==> src/rtl/mouse_packet_decoder.sv <==
// PS/2 mouse packet decoder: assembles 3-byte (or 4-byte with MOUSE_WHEEL_EN) packets,
// integrates signed deltas into clamped screen coordinates (Y grows downward).
module mouse_packet_decoder #(
  parameter int unsigned X_MAX          = 1023,
  parameter int unsigned Y_MAX          = 767,
  parameter int unsigned X_INIT         = 512,
  parameter int unsigned Y_INIT         = 384,
  parameter int unsigned TIMEOUT_CYCLES = 100000
) (
  input  logic              clk,
  input  logic              rst,
  input  logic [7:0]        rx_data,
  input  logic              rx_valid,
  output logic              left_mouse,
  output logic              right_mouse,
  output logic              middle_mouse,
  output logic [11:0]       xpos,
  output logic [11:0]       ypos,
  output logic              pkt_valid,
  output logic              sync_err
`ifdef MOUSE_WHEEL_EN
  ,
  output logic signed [3:0] wheel_delta
`endif
);

  localparam int unsigned POS_W = 12;
  localparam int unsigned SUM_W = 14;
  localparam int unsigned CNT_W = $clog2(TIMEOUT_CYCLES) + 1;

  localparam logic [CNT_W-1:0]        CNT_LAST = CNT_W'(TIMEOUT_CYCLES - 1);
  localparam logic signed [SUM_W-1:0] X_MAX_S  = SUM_W'(X_MAX);
  localparam logic signed [SUM_W-1:0] Y_MAX_S  = SUM_W'(Y_MAX);

  typedef enum logic [1:0] {
    S_B0 = 2'd0,
    S_B1 = 2'd1,
    S_B2 = 2'd2,
    S_B3 = 2'd3
  } state_t;

  state_t           r_state;
  state_t           w_state_nxt;
  logic [CNT_W-1:0] r_cnt;
  logic [CNT_W-1:0] w_cnt_nxt;
  logic [2:0]       r_btn;
  logic [1:0]       r_sgn;
  logic [1:0]       r_ovf;
  logic [7:0]       r_dx_lo;
  logic [7:0]       w_dy_lo;
  logic             w_hdr_ld;
  logic             w_dx_ld;
  logic             w_apply;
  logic             w_err;

`ifdef MOUSE_WHEEL_EN
  logic [7:0] r_dy_lo;
  logic       w_dy_ld;
  assign w_dy_lo = r_dy_lo;
`else
  assign w_dy_lo = rx_data;
`endif

  // Next-state and control decode, including the inter-byte timeout
  always_comb begin
    w_state_nxt = r_state;
    w_cnt_nxt   = '0;
    w_hdr_ld    = 1'b0;
    w_dx_ld     = 1'b0;
    w_apply     = 1'b0;
    w_err       = 1'b0;
`ifdef MOUSE_WHEEL_EN
    w_dy_ld     = 1'b0;
`endif
    case (r_state)
      S_B0: begin
        if (rx_valid) begin
          if (rx_data[3]) begin
            w_hdr_ld    = 1'b1;
            w_state_nxt = S_B1;
          end else begin
            w_err = 1'b1;
          end
        end
      end
      S_B1: begin
        if (rx_valid) begin
          w_dx_ld     = 1'b1;
          w_state_nxt = S_B2;
        end
      end
      S_B2: begin
        if (rx_valid) begin
`ifdef MOUSE_WHEEL_EN
          w_dy_ld     = 1'b1;
          w_state_nxt = S_B3;
`else
          w_apply     = 1'b1;
          w_state_nxt = S_B0;
`endif
        end
      end
`ifdef MOUSE_WHEEL_EN
      S_B3: begin
        if (rx_valid) begin
          w_apply     = 1'b1;
          w_state_nxt = S_B0;
        end
      end
`endif
      default: w_state_nxt = S_B0;
    endcase

    // A byte arriving in the expiry cycle takes priority over the timeout
    if ((r_state != S_B0) && !rx_valid) begin
      if (r_cnt == CNT_LAST) begin
        w_state_nxt = S_B0;
        w_err       = 1'b1;
      end else begin
        w_cnt_nxt = r_cnt + CNT_W'(1);
      end
    end
  end

  // Delta extraction and clamped position update
  logic signed [8:0]       w_dx9;
  logic signed [8:0]       w_dy9;
  logic signed [SUM_W-1:0] w_dx;
  logic signed [SUM_W-1:0] w_dy;
  logic signed [SUM_W-1:0] w_x_sum;
  logic signed [SUM_W-1:0] w_y_sum;
  logic [POS_W-1:0]        w_x_new;
  logic [POS_W-1:0]        w_y_new;

  always_comb begin
    w_dx9   = {r_sgn[0], r_dx_lo};
    w_dy9   = {r_sgn[1], w_dy_lo};
    w_dx    = r_ovf[0] ? '0 : SUM_W'(w_dx9);
    w_dy    = r_ovf[1] ? '0 : SUM_W'(w_dy9);
    w_x_sum = $signed({2'b00, xpos}) + w_dx;
    w_y_sum = $signed({2'b00, ypos}) - w_dy;

    if (w_x_sum < 0)            w_x_new = '0;
    else if (w_x_sum > X_MAX_S) w_x_new = POS_W'(X_MAX);
    else                        w_x_new = POS_W'(w_x_sum);

    if (w_y_sum < 0)            w_y_new = '0;
    else if (w_y_sum > Y_MAX_S) w_y_new = POS_W'(Y_MAX);
    else                        w_y_new = POS_W'(w_y_sum);
  end

  always_ff @(posedge clk) begin
    if (rst) begin
      r_state      <= S_B0;
      r_cnt        <= '0;
      r_btn        <= '0;
      r_sgn        <= '0;
      r_ovf        <= '0;
      r_dx_lo      <= '0;
      left_mouse   <= 1'b0;
      right_mouse  <= 1'b0;
      middle_mouse <= 1'b0;
      xpos         <= POS_W'(X_INIT);
      ypos         <= POS_W'(Y_INIT);
      pkt_valid    <= 1'b0;
      sync_err     <= 1'b0;
`ifdef MOUSE_WHEEL_EN
      r_dy_lo      <= '0;
      wheel_delta  <= '0;
`endif
    end else begin
      r_state   <= w_state_nxt;
      r_cnt     <= w_cnt_nxt;
      pkt_valid <= w_apply;
      sync_err  <= w_err;
      if (w_hdr_ld) begin
        r_btn <= rx_data[2:0];
        r_sgn <= rx_data[5:4];
        r_ovf <= rx_data[7:6];
      end
      if (w_dx_ld) r_dx_lo <= rx_data;
`ifdef MOUSE_WHEEL_EN
      if (w_dy_ld) r_dy_lo <= rx_data;
`endif
      if (w_apply) begin
        left_mouse   <= r_btn[0];
        right_mouse  <= r_btn[1];
        middle_mouse <= r_btn[2];
        xpos         <= w_x_new;
        ypos         <= w_y_new;
`ifdef MOUSE_WHEEL_EN
        wheel_delta  <= $signed(rx_data[3:0]);
`endif
      end
    end
  end

endmodule

==> config.mk <==
export PLATFORM = sky130hd
export DESIGN_NAME = mouse_packet_decoder
export DESIGN_NICKNAME = d
export VERILOG_FILES = /design/src/rtl/mouse_packet_decoder.sv
export SDC_FILE = /design/constraint.sdc
export NUM_CORES = 1
export LEC_CHECK = 0
export BUFFER_PORTS_ARGS = -buffer_cell sky130_fd_sc_hd__buf_2
export CAP_MARGIN = 20
export CELL_PAD_IN_SITES_DETAIL_PLACEMENT = 1
export CELL_PAD_IN_SITES_GLOBAL_PLACEMENT = 2
export CORE_ASPECT_RATIO = 1.1
export CORE_MARGIN = 1
export CORE_UTILIZATION = 38
export DETAILED_ROUTE_END_ITERATION = 8
export PLACE_DENSITY = 0.85
export SETUP_SLACK_MARGIN = 0.2
export SLEW_MARGIN = 20
export SYNTH_ARGS = -nofsm -noshare
export SYNTH_HDL_FRONTEND = slang
export SYNTH_SLANG_ARGS = --single-unit
==> constraint.sdc <==
create_clock -name clk -period 4.6 [get_ports clk]
set_input_delay 0.92 -clock clk [delete_from_list [all_inputs] [get_ports clk]]
set_output_delay 0.92 -clock clk [all_outputs]
set_load 0.005 [all_outputs]
==> results.toml, run 1 <==
[setup_path]
cp_max_fo = 10
crit_path_end_kind = "register"
required_ns = 4.85
path_class = "input pin to register"
cp-start-kind = "input pin"
arrival_ns = 3.64
worst_r2r_path_depth = 10
ff2ff_setup_slack_ns = 1.41
r2r_start = "r_ovf[0]"
timing.rr.end = "xpos[1]"

[sta]
fin_crit_sh_pct = 73.81
finalClockSkew_ns = 0.01240
worst_hold_slack_ns = 0.4526
setup_tns_ns = 0
max_freq_mhz = 294.5
finalSetupViolCount = 0
slew-limit-headroom_pct = 48.73
layout_min_cycle_time_ns = 3.395
slew_violations = 0
tightest_slew_ns = 0.7662
hold_viol_final = 0
rsz0062_at_grt = "no"

[yosys]
async_flop_share_pct = 0
syn_inst = 470
synth-seq-cells = 64
syn-num-nets = 508
avgSynthCellArea_um2 = 8.026
dominantRegCellSynth = "dfxtp_1"
synthTopCellsByArea = "dfxtp_1 34%, ha_1 8.3%, nand2_1 6.8%"
synth_top_area_share_pct = 33.96
ys_seq_area_share_pct = 33.96
synth_area_um2 = 3772
synth_top_area_cell = "dfxtp_1"
yosys_warnings = 0
synth_edf_count = 0
synth.distinct_cells = 56

[die]
dieArea_um2 = 10330
rows = 37
io_pins = 40
initial_core_util_pct = 39.75
die_x_um = 97
die_height_um = 106.5
core_area_um2 = 9490

[hold_path]
holdPathEnd = "r_cnt[0]"
hp-class = "register to register"
hold-path-cell-count = 1
hp-start = "r_cnt[0]"

[pwr]
intPower_w = 0.001009
clkPwrFrac_pct = 45.3
leakagePower_nw = 1.765
p_total_w = 0.001376
seqPwrFrac_pct = 41.5
ir_drop_v = 0.0001468
power.density_nw_per_um2 = 318.3
pwr-share-comb_pct = 13.2
p_sw_share_pct = 26.64
power.net_switching_w = 0.0003666

[placement]
port_buffers = 39
placed_area_um2 = 4064
hpwlAfterDp_um = 7768
gp_congestion = 0.8267

[cts]
cts_hold_buf = 0
h-tree-depth = 3
clock-sinks = 64
post-cts-setup-buffer-count = 0
tritoncts = "done"
numCtsBuffers = 9
cts-root-buf = "clkbuf_8"
clk_pin_slew_ns = 0.08
post_cts_resized = 0
insertion_delay_ns = 0.35
clock_path_buffers = 2

[detailed_routing]
drt-initial-drc-count = 90
drc_errors = 0
totalWireLength_um = 10320
wl_per_cell_um = 16.43
avgViaCountPerCell = 5.489
num_vias = 3447
ant_nets = 0
drt_first_pass_iters = 4

[cells_and_area]
stdcell_area_um2 = 4323
finalNetCount = 544
antennaDiodeCount = 0
syn_to_final_growth_pct = 14.59
n_fill_cell = 1185
drive_gt1_share_pct = 14.09

[global_routing]
grtUsageTotal_pct = 20.81
grt_pass1_wl_um = 16930
grt_remaining_overflow = 0
antenna_found_initial = 0
grt_pass1_vias = 3479
grt_max_degree = 33

[run_status]
status = "finished, final reports clean"

[flow_run]
cap_violations = 0
stage by stage:
stage	setup slack [ns]	instances	util, %
3_5_place_dp	0.8597	612	42.82
4_1_cts	1.058	628	45.48
2_1_floorplan	1.422	470	-
5_1_grt	1.031	628	45.55
6_report	1.205	628	45.55
3_3_place_gp	1.054	612	42.82
power by group through the flow:
stage          Clock (W)  Sequential (W)  Combinational, W
2_1_floorplan          0        0.000580          0.000136
3_3_place_gp           0        0.000584          0.000175
3_5_place_dp           0        0.000584          0.000180
4_1_cts         0.000640        0.000571          0.000182
5_1_grt         0.000662        0.000572          0.000200
6_report        0.000624        0.000571          0.000182
layout by cell type, fill, tap and decap left out, types with 2 or more instances in the layout:
cell type   n
o21ai_0    22
buf_2      39
nand3b_1    2
xnor2_1    14
dfxtp_1    64
a31oi_1     5
nor3_1     16
o2111ai_1   3
nor2b_1    16
nor4b_1     3
nor2_1     41
and4_1      2
nand2b_1    9
and3_1      5
nor3b_1     2
and2_1      5
bufinv_16   3
nand4_1     4
nand3_1    21
o41ai_2     2
clkbuf_8   10
inv_1      17
o21bai_1    2
nor4_1      8
nand2_1    68
or3_1       7
a21o_1      5
or2_2       4
fa_1        2
o21a_1      6
o22ai_1     2
buf_4       2
o21ai_1     2
ha_1       25
xor2_1     12
a21oi_1    37
Yosys cell counts (all sizes together) (2+ instances only):
| library cell | instances |
|---|---|
| o21a | 6 |
| nor3b | 2 |
| a311oi | 2 |
| inv | 17 |
| o22ai | 2 |
| and3 | 5 |
| a31oi | 5 |
| nor4 | 8 |
| ha | 25 |
| buf | 4 |
| nand3b | 2 |
| dfxtp | 64 |
| nand2 | 68 |
| o41ai | 2 |
| xor2 | 13 |
| o21bai | 2 |
| xnor2 | 15 |
| nand4 | 4 |
| o32ai | 2 |
| a21o | 5 |
| and4 | 2 |
| o21ai | 24 |
| or3 | 7 |
| nor3 | 16 |
| o2111ai | 3 |
| clkbuf | 12 |
| nand2b | 9 |
| nor4b | 3 |
| a21oi | 37 |
| fa | 2 |
| o221ai | 2 |
| nand3 | 21 |
| and2 | 6 |
| nor2 | 41 |
| or2 | 4 |
| nor2b | 16 |
per-layer routing:
metal / up-vias / track usage, % / share of wire (%)
li1: 1728 / - / -
met1: 1652 / 25.13 / 46
met2: 58 / 36.92 / 50
met3: 9 / 4.339 / 3.0
met4: 0 / 6.397 / 0.95
met5: - / 0 / 0
flip-flops by register name (all words and copies together) (netlist names):
signal / count
xpos: 12
right_mouse: 1
left_mouse: 1
r_sgn: 2
r_btn: 3
middle_mouse: 1
r_state: 2
ypos: 12
r_ovf: 2
sync_err: 1
r_cnt: 18
pkt_valid: 1
r_dx_lo: 8
how the worst max path moves through the flow:
stage | from | endpoint | slack, ns | cells after the start
4_1_cts | r_ovf[0] | xpos[1] | 1.06 | 10
6_report | rx_data[0] | ypos[8] | 1.20 | 11
5_1_grt | rx_data[0] | ypos[8] | 1.03 | 11
2_1_floorplan | rx_data[0] | ypos[7] | 1.42 | 10
3_3_place_gp | rx_data[0] | ypos[8] | 1.05 | 11
3_5_place_dp | rx_data[0] | ypos[8] | 0.86 | 11
kinds of logic (layout without fill, tap and decap cells):
kind of cell	after synthesis	in the layout	share of synthesized area, %
and+or+nand+nor	215	215	27.83
AOI/OAI and AO/OA	102	102	18.28
DFF	64	64	33.96
buffers and inverters	33	74	3.416
xor gates and xnor gates	28	28	6.899
adders and majority gates	27	27	9.353
muxes	1	1	0.2654
worst max-delay path: stages:
cell and delay [ns]:
buf_2 0.12, nor2b_1 0.13, ha_1 0.22, fa_1 0.41, nor2b_1 0.20, o2111ai_1 0.21, a311oi_1 0.51, o41ai_2 0.15
xnor2_2 0.45, nor3_1 0.10, a31o_1 0.22
area by class of cell:
class	count	area, µm²	share of cell area (%)
Multi-Input combinational cell	373	2369	54.79
Sequential cell	64	1281	29.64
Timing Repair Buffer	41	210.2	4.863
Tap cell	117	146.4	3.386
Clock buffer	10	137.6	3.184
Clock inverter	6	115.1	2.663
Inverter	17	63.81	1.476
No activity file was read; power rests on OpenSTA's default activity.
==> run 2: changes to the inputs <==
- ABC_AREA: unset -> 1
- CORE_UTILIZATION: 38 -> 33
- PLACE_DENSITY: 0.85 -> 0.8
- clock period: 4.6 -> 3.45 ns (I/O delays scaled with it)
==> run 2 against run 1 <==
Effect of this change:
- first-iteration DRC count rose by 87%
- final area rose by 10%
- synthesized area up 9.6%
- critical path type is now register to register
- largest power group unchanged
==> results.toml, run 2 <==
[pwr]
power.density_nw_per_um2 = 395.1
power.net_switching_w = 0.0005205
p_total_w = 0.001878
clkPwrFrac_pct = 42.3
ir_drop_v = 0.0001944
pwr-share-comb_pct = 16.8
seqPwrFrac_pct = 40.8
intPower_w = 0.001358
leakagePower_nw = 2.243
p_sw_share_pct = 27.71

[setup_path]
crit_end = "ypos[6]"
worstSetupPathDepth = 15
slowest_stage = "ha_1"
path_delay_family = "simple AND/OR/NAND/NOR gates"
critPathLaunch = "r_ovf[1]"
path_common_cell = "nand2_1"
timing.rr.end = "ypos[6]"
crit_path_max_incr_delay_ns = 0.36
worst_r2r_path_depth = 15
cp-start-kind = "register"
path_buf_inv = 3
required_ns = 3.65
cp_max_fo = 10
ff2ff_setup_slack_ns = 0.77
r2r_start = "r_ovf[1]"
path_class = "register to register"
crit_path_end_kind = "register"
arrival_ns = 2.88
critical_path.cell_chain = "clkinv_1 > nand2_1 > ha_1 > nand2_1 > inv_1 > a21oi_2 > inv_1 > a21oi_2 > nand2_1 > nand2_1 > nand2_1 > nand2_2 > nand3_1 > nand2_1 > a21oi_1"

[cells_and_area]
final_common_cell = "nand2_1"
top_regs = "r_cnt x18, xpos x12, ypos x12"
syn_to_final_growth_pct = 14.98
n_fill_cell = 1576
drive_gt1_share_pct = 12.43
largest_register_ffs = 18
top_register = "r_cnt"
finalNetCount = 703
seq_area_um2 = 1281
antennaDiodeCount = 0
multi_input_comb_area_um2 = 2456
final_cell_mix = "179 x nand2_1, 84 x inv_1, 64 x dfxtp_1"

[placement]
hpwlAfterDp_um = 9410
port_buffers = 39
gp_congestion = 0.8139

[yosys]
async_flop_share_pct = 0
ys_seq_area_share_pct = 30.99
syn-num-nets = 661
dominantRegCellSynth = "dfxtp_1"
yosys_warnings = 0
synth-seq-cells = 64
synth.cells.most_frequent = "179 x nand2_1, 84 x inv_1, 64 x dfxtp_1"
avgSynthCellArea_um2 = 6.636
synth.most_common_cell = "nand2_1"
synth_edf_count = 0
synth.distinct_cells = 42
synth_top_area_share_pct = 30.99
synthTopCellsByArea = "dfxtp_1 31%, nand2_1 16%, inv_1 7.6%"
synth_area_um2 = 4134
synth_top_area_cell = "dfxtp_1"
syn_inst = 623

[detailed_routing]
drt-initial-drc-count = 168
drc_errors = 0
drt_first_pass_iters = 4
avgViaCountPerCell = 4.917
totalWireLength_um = 11720
num_vias = 4042
ant_nets = 0
wl_per_cell_um = 14.26

[cts]
clock_path_buffers = 2
tritoncts = "done"
post_cts_resized = 0
cts_hold_buf = 0
h-tree-depth = 3
clock-sinks = 64
post-cts-setup-buffer-count = 0
clk_pin_slew_ns = 0.05
cts-root-buf = "clkbuf_16"
insertion_delay_ns = 0.33
numCtsBuffers = 9

[global_routing]
grt_pass1_wl_um = 19780
grt_remaining_overflow = 0
grt_max_degree = 31
grt_pass1_vias = 4153
antenna_found_initial = 0
grtUsageTotal_pct = 19.45

[die]
die_height_um = 119.4
rows = 42
dieArea_um2 = 12980
die_x_um = 108.7
initial_core_util_pct = 34.05
core_area_um2 = 12140
io_pins = 40

[hold_path]
hp-class = "register to register"
hold-path-cell-count = 1

[sta]
slew-limit-headroom_pct = 51.14
fin_crit_sh_pct = 77.61
finalClockSkew_ns = 0.005430
tightest_slew_ns = 0.7308
hold_viol_final = 0
max_freq_mhz = 373.5
slew_violations = 0
rsz0062_at_grt = "no"
layout_min_cycle_time_ns = 2.678
finalSetupViolCount = 0
setup_tns_ns = 0

[run_status]
status = "finished, final reports clean"

[flow_run]
cap_violations = 0
-- run 2: cell count changes after synthesis, moves of 12 or more --
cell / delta
nor2_1: +12
inv_1: +67
nor2b_1: -16
nand2_1: +111
a21oi_1: +13
nand3_1: +34
-- run 2: kinds of logic after synthesis --
logic type,count (synthesis),synth area share [%]
buffers and inverters,102,9.594
xor gates and xnor gates,20,4.237
DFF,64,30.99
and+or+nand+nor,326,35.05
AOI/OAI and AO/OA,84,11.59
adders and majority gates,27,8.535
-- run 2: power by group through the flow --
stage | Combinational (W) | Sequential (W) | Clock (W)
6_report | 0.000316 | 0.000767 | 0.000795
5_1_grt | 0.000360 | 0.000768 | 0.000859
3_3_place_gp | 0.000312 | 0.000781 | 0
3_5_place_dp | 0.000318 | 0.000782 | 0
4_1_cts | 0.000320 | 0.000767 | 0.000817
2_1_floorplan | 0.000237 | 0.000779 | 0
-- run 2: metrics by stage --
stage | utilization (%) | cell area, µm² | worst slack (ns) | instances | hold slack (ns)
after floorplan | - | 4134 | 1.033 | 623 | 0.4132
after global placement | 37.05 | 4498 | 0.7087 | 808 | 0.4266
after detailed placement | 37.05 | 4498 | 0.6519 | 808 | 0.4486
after CTS | 39.16 | 4753 | 0.7447 | 822 | 0.4560
after global routing | 39.16 | 4753 | 0.5247 | 822 | 0.4816
final | 39.16 | 4753 | 0.7723 | 822 | 0.4512
-- run 2: final cells by class --
class / instances / area share, %
clock inverters: 1 / 0.1053
well taps: 154 / 4.054
repair buffers: 43 / 4.738
flip-flops and latches: 64 / 26.95
inverters: 90 / 7.212
clock buffers: 13 / 5.265
multi-input cells: 457 / 51.67
-- run 2: worst min path at each step --
stage	from	endpoint	slack (ns)
floorplan	r_cnt[0]	r_cnt[0]	0.41
finish	r_cnt[0]	r_cnt[0]	0.45
global placement	r_cnt[0]	r_cnt[0]	0.43
global route	r_dx_lo[2]	r_dx_lo[2]	0.48
detailed placement	r_dx_lo[4]	r_dx_lo[4]	0.45
CTS	r_dx_lo[4]	r_dx_lo[4]	0.46
-- run 2: per-layer routing --
| layer | track usage [%] | routed length (µm) |
|---|---|---|
| met5 | 0 | 0 |
| met4 | 6.419 | 201 |
| met3 | 3.175 | 195 |
| met2 | 34.53 | 5969 |
| met1 | 23.39 | 5351 |
==> run 3: changes to the inputs <==
- clock period: 3.45 -> 2.8 ns (I/O delays scaled with it)
==> run 3 against run 2 <==
Effect of this change:
- flip-flop and latch count did not move
- hold slack improved by 0.0040 ns
- clock skew rose by 0.0015 ns
- combinational power rose by 29%
==> results.toml, run 3 (synthesis gave the netlist of run 2 again) <==
[placement]
port_buffers = 39
hpwlAfterDp_um = 9549
placed_area_um2 = 4536
dpl.cell_count = 813
gp_congestion = 0.8533

[cells_and_area]
multi_input_comb_area_um2 = 2469
stdcell_count = 829
finalNetCount = 708
drive_gt1_share_pct = 14.22
final_cell_mix = "177 x nand2_1, 84 x inv_1, 63 x dfxtp_1"
largest_register_ffs = 18
seq_area_um2 = 1282
antennaDiodeCount = 0
n_fill_cell = 1593
top_register = "r_cnt"
syn_to_final_growth_pct = 17.43
final_common_cell = "nand2_1"
top_regs = "r_cnt x18, xpos x12, ypos x12"
stdcell_area_um2 = 4855

[detailed_routing]
ant_nets = 0
avgViaCountPerCell = 4.903
drt-initial-drc-count = 138
drt_first_pass_iters = 4
drc_errors = 0
totalWireLength_um = 12060
wl_per_cell_um = 14.55
num_vias = 4065

[sta]
rsz0062_at_grt = "yes"
slew-limit-headroom_pct = 58.78
tightest_slew_ns = 0.6167
layout_min_cycle_time_ns = 2.391
finalSetupViolCount = 0
finalClockSkew_ns = 0.006927
hold_viol_final = 0
max_freq_mhz = 418.2
setup_tns_ns = 0
worst_hold_slack_ns = 0.4552
slew_violations = 0
fin_crit_sh_pct = 85.40

[setup_path]
cp-start-kind = "register"
arrival_ns = 2.60
path_buf_inv = 1
timing.rr.end = "xpos[6]"
required_ns = 3.01
ff2ff_setup_slack_ns = 0.41
crit_path_end_kind = "register"
path_delay_family = "simple AND/OR/NAND/NOR gates"
worst_r2r_path_depth = 15
slowest_stage = "fa_1"
critical_path.cell_chain = "nor2_1 > ha_1 > fa_1 > nand3_1 > nand3_1 > nand2_1 > nand3_1 > nand2_1 > nand2_1 > nand2_1 > nand2_1 > inv_4 > nand3_1 > nand2_1 > a21oi_1"
r2r_start = "r_ovf[0]"
path_common_cell = "nand2_1"
cp_max_fo = 10
path_class = "register to register"
crit_path_max_incr_delay_ns = 0.43

[cts]
h-tree-depth = 3
clk_pin_slew_ns = 0.06
cts-root-buf = "clkbuf_16"
post_cts_resized = 1
cts_hold_buf = 0
insertion_delay_ns = 0.33
clock-sinks = 64
post-cts-setup-buffer-count = 0
tritoncts = "done"
numCtsBuffers = 9
clock_path_buffers = 2

[die]
dieArea_um2 = 12980
die_height_um = 119.4
core_area_um2 = 12140
initial_core_util_pct = 34.05
rows = 42
die_x_um = 108.7
io_pins = 40

[global_routing]
grt_pass1_wl_um = 20410
grt_pass1_vias = 4242
antenna_found_initial = 0
grtUsageTotal_pct = 20.21
grt_remaining_overflow = 0
grt_max_degree = 31

[hold_path]
hp-class = "register to register"
hp-start = "r_dx_lo[1]"
holdPathEnd = "r_dx_lo[1]"
hold-path-cell-count = 2

[flow_run]
cap_violations = 0

[pwr]
ir_drop_v = 0.0002741
leakagePower_nw = 2.297
power.density_nw_per_um2 = 512.5

[run_status]
status = "finished, final reports clean"
-- run 3: metal layers --
layer	track usage, %	up-vias	part of all wire (%)
met5	0	-	0
met4	6.503	0	1.2
met3	3.010	10	1.8
met2	36.00	35	51
met1	24.46	1928	46
li1	-	2092	-
-- run 3: worst max path at each step --
stage / start / endpoint / slack, ns / cells after the start
after global routing: ypos[0] / ypos[5] / 0.18 / 16
final: r_ovf[0] / xpos[6] / 0.41 / 15
after global placement: rx_data[0] / ypos[3] / 0.19 / 18
after CTS: r_ovf[1] / ypos[5] / 0.31 / 15
after detailed placement: rx_data[0] / ypos[5] / 0.12 / 18
after floorplan: rx_data[0] / ypos[1] / 0.51 / 17
-- run 3: worst reg2reg max path: cells and delay by family, from the launching register on --
kind            cells  cell delay [ns]
simple gates       11             1.04
buf+inv             1             0.14
fa+ha+maj           2             0.64
compound gates      1             0.06
flops               1             0.39
-- run 3: area by class of cell --
cell class,count,area share (%)
inverters,90,7.165
clock inverters,3,0.8247
well taps,154,3.969
multi-input cells,457,50.85
clock buffers,13,5.361
repair buffers,48,5.412
flip-flops and latches,64,26.42
-- run 3: through the flow --
stage / total power (W) / setup WS, ns / utilization, %
after floorplan: 0.001251 / 0.5127 / -
after global placement: 0.001355 / 0.1895 / 37.36
after detailed placement: 0.001365 / 0.1165 / 37.36
after CTS: 0.002518 / 0.3054 / 39.85
after global routing: 0.002616 / 0.1839 / 39.99
final: 0.002488 / 0.4089 / 39.99
-- run 3: where the power goes --
group          switching [W]  internal, W
sequential         0.0000145     0.000931
clock               0.000401     0.000735
combinational       0.000268     0.000139
total               0.000684      0.00180
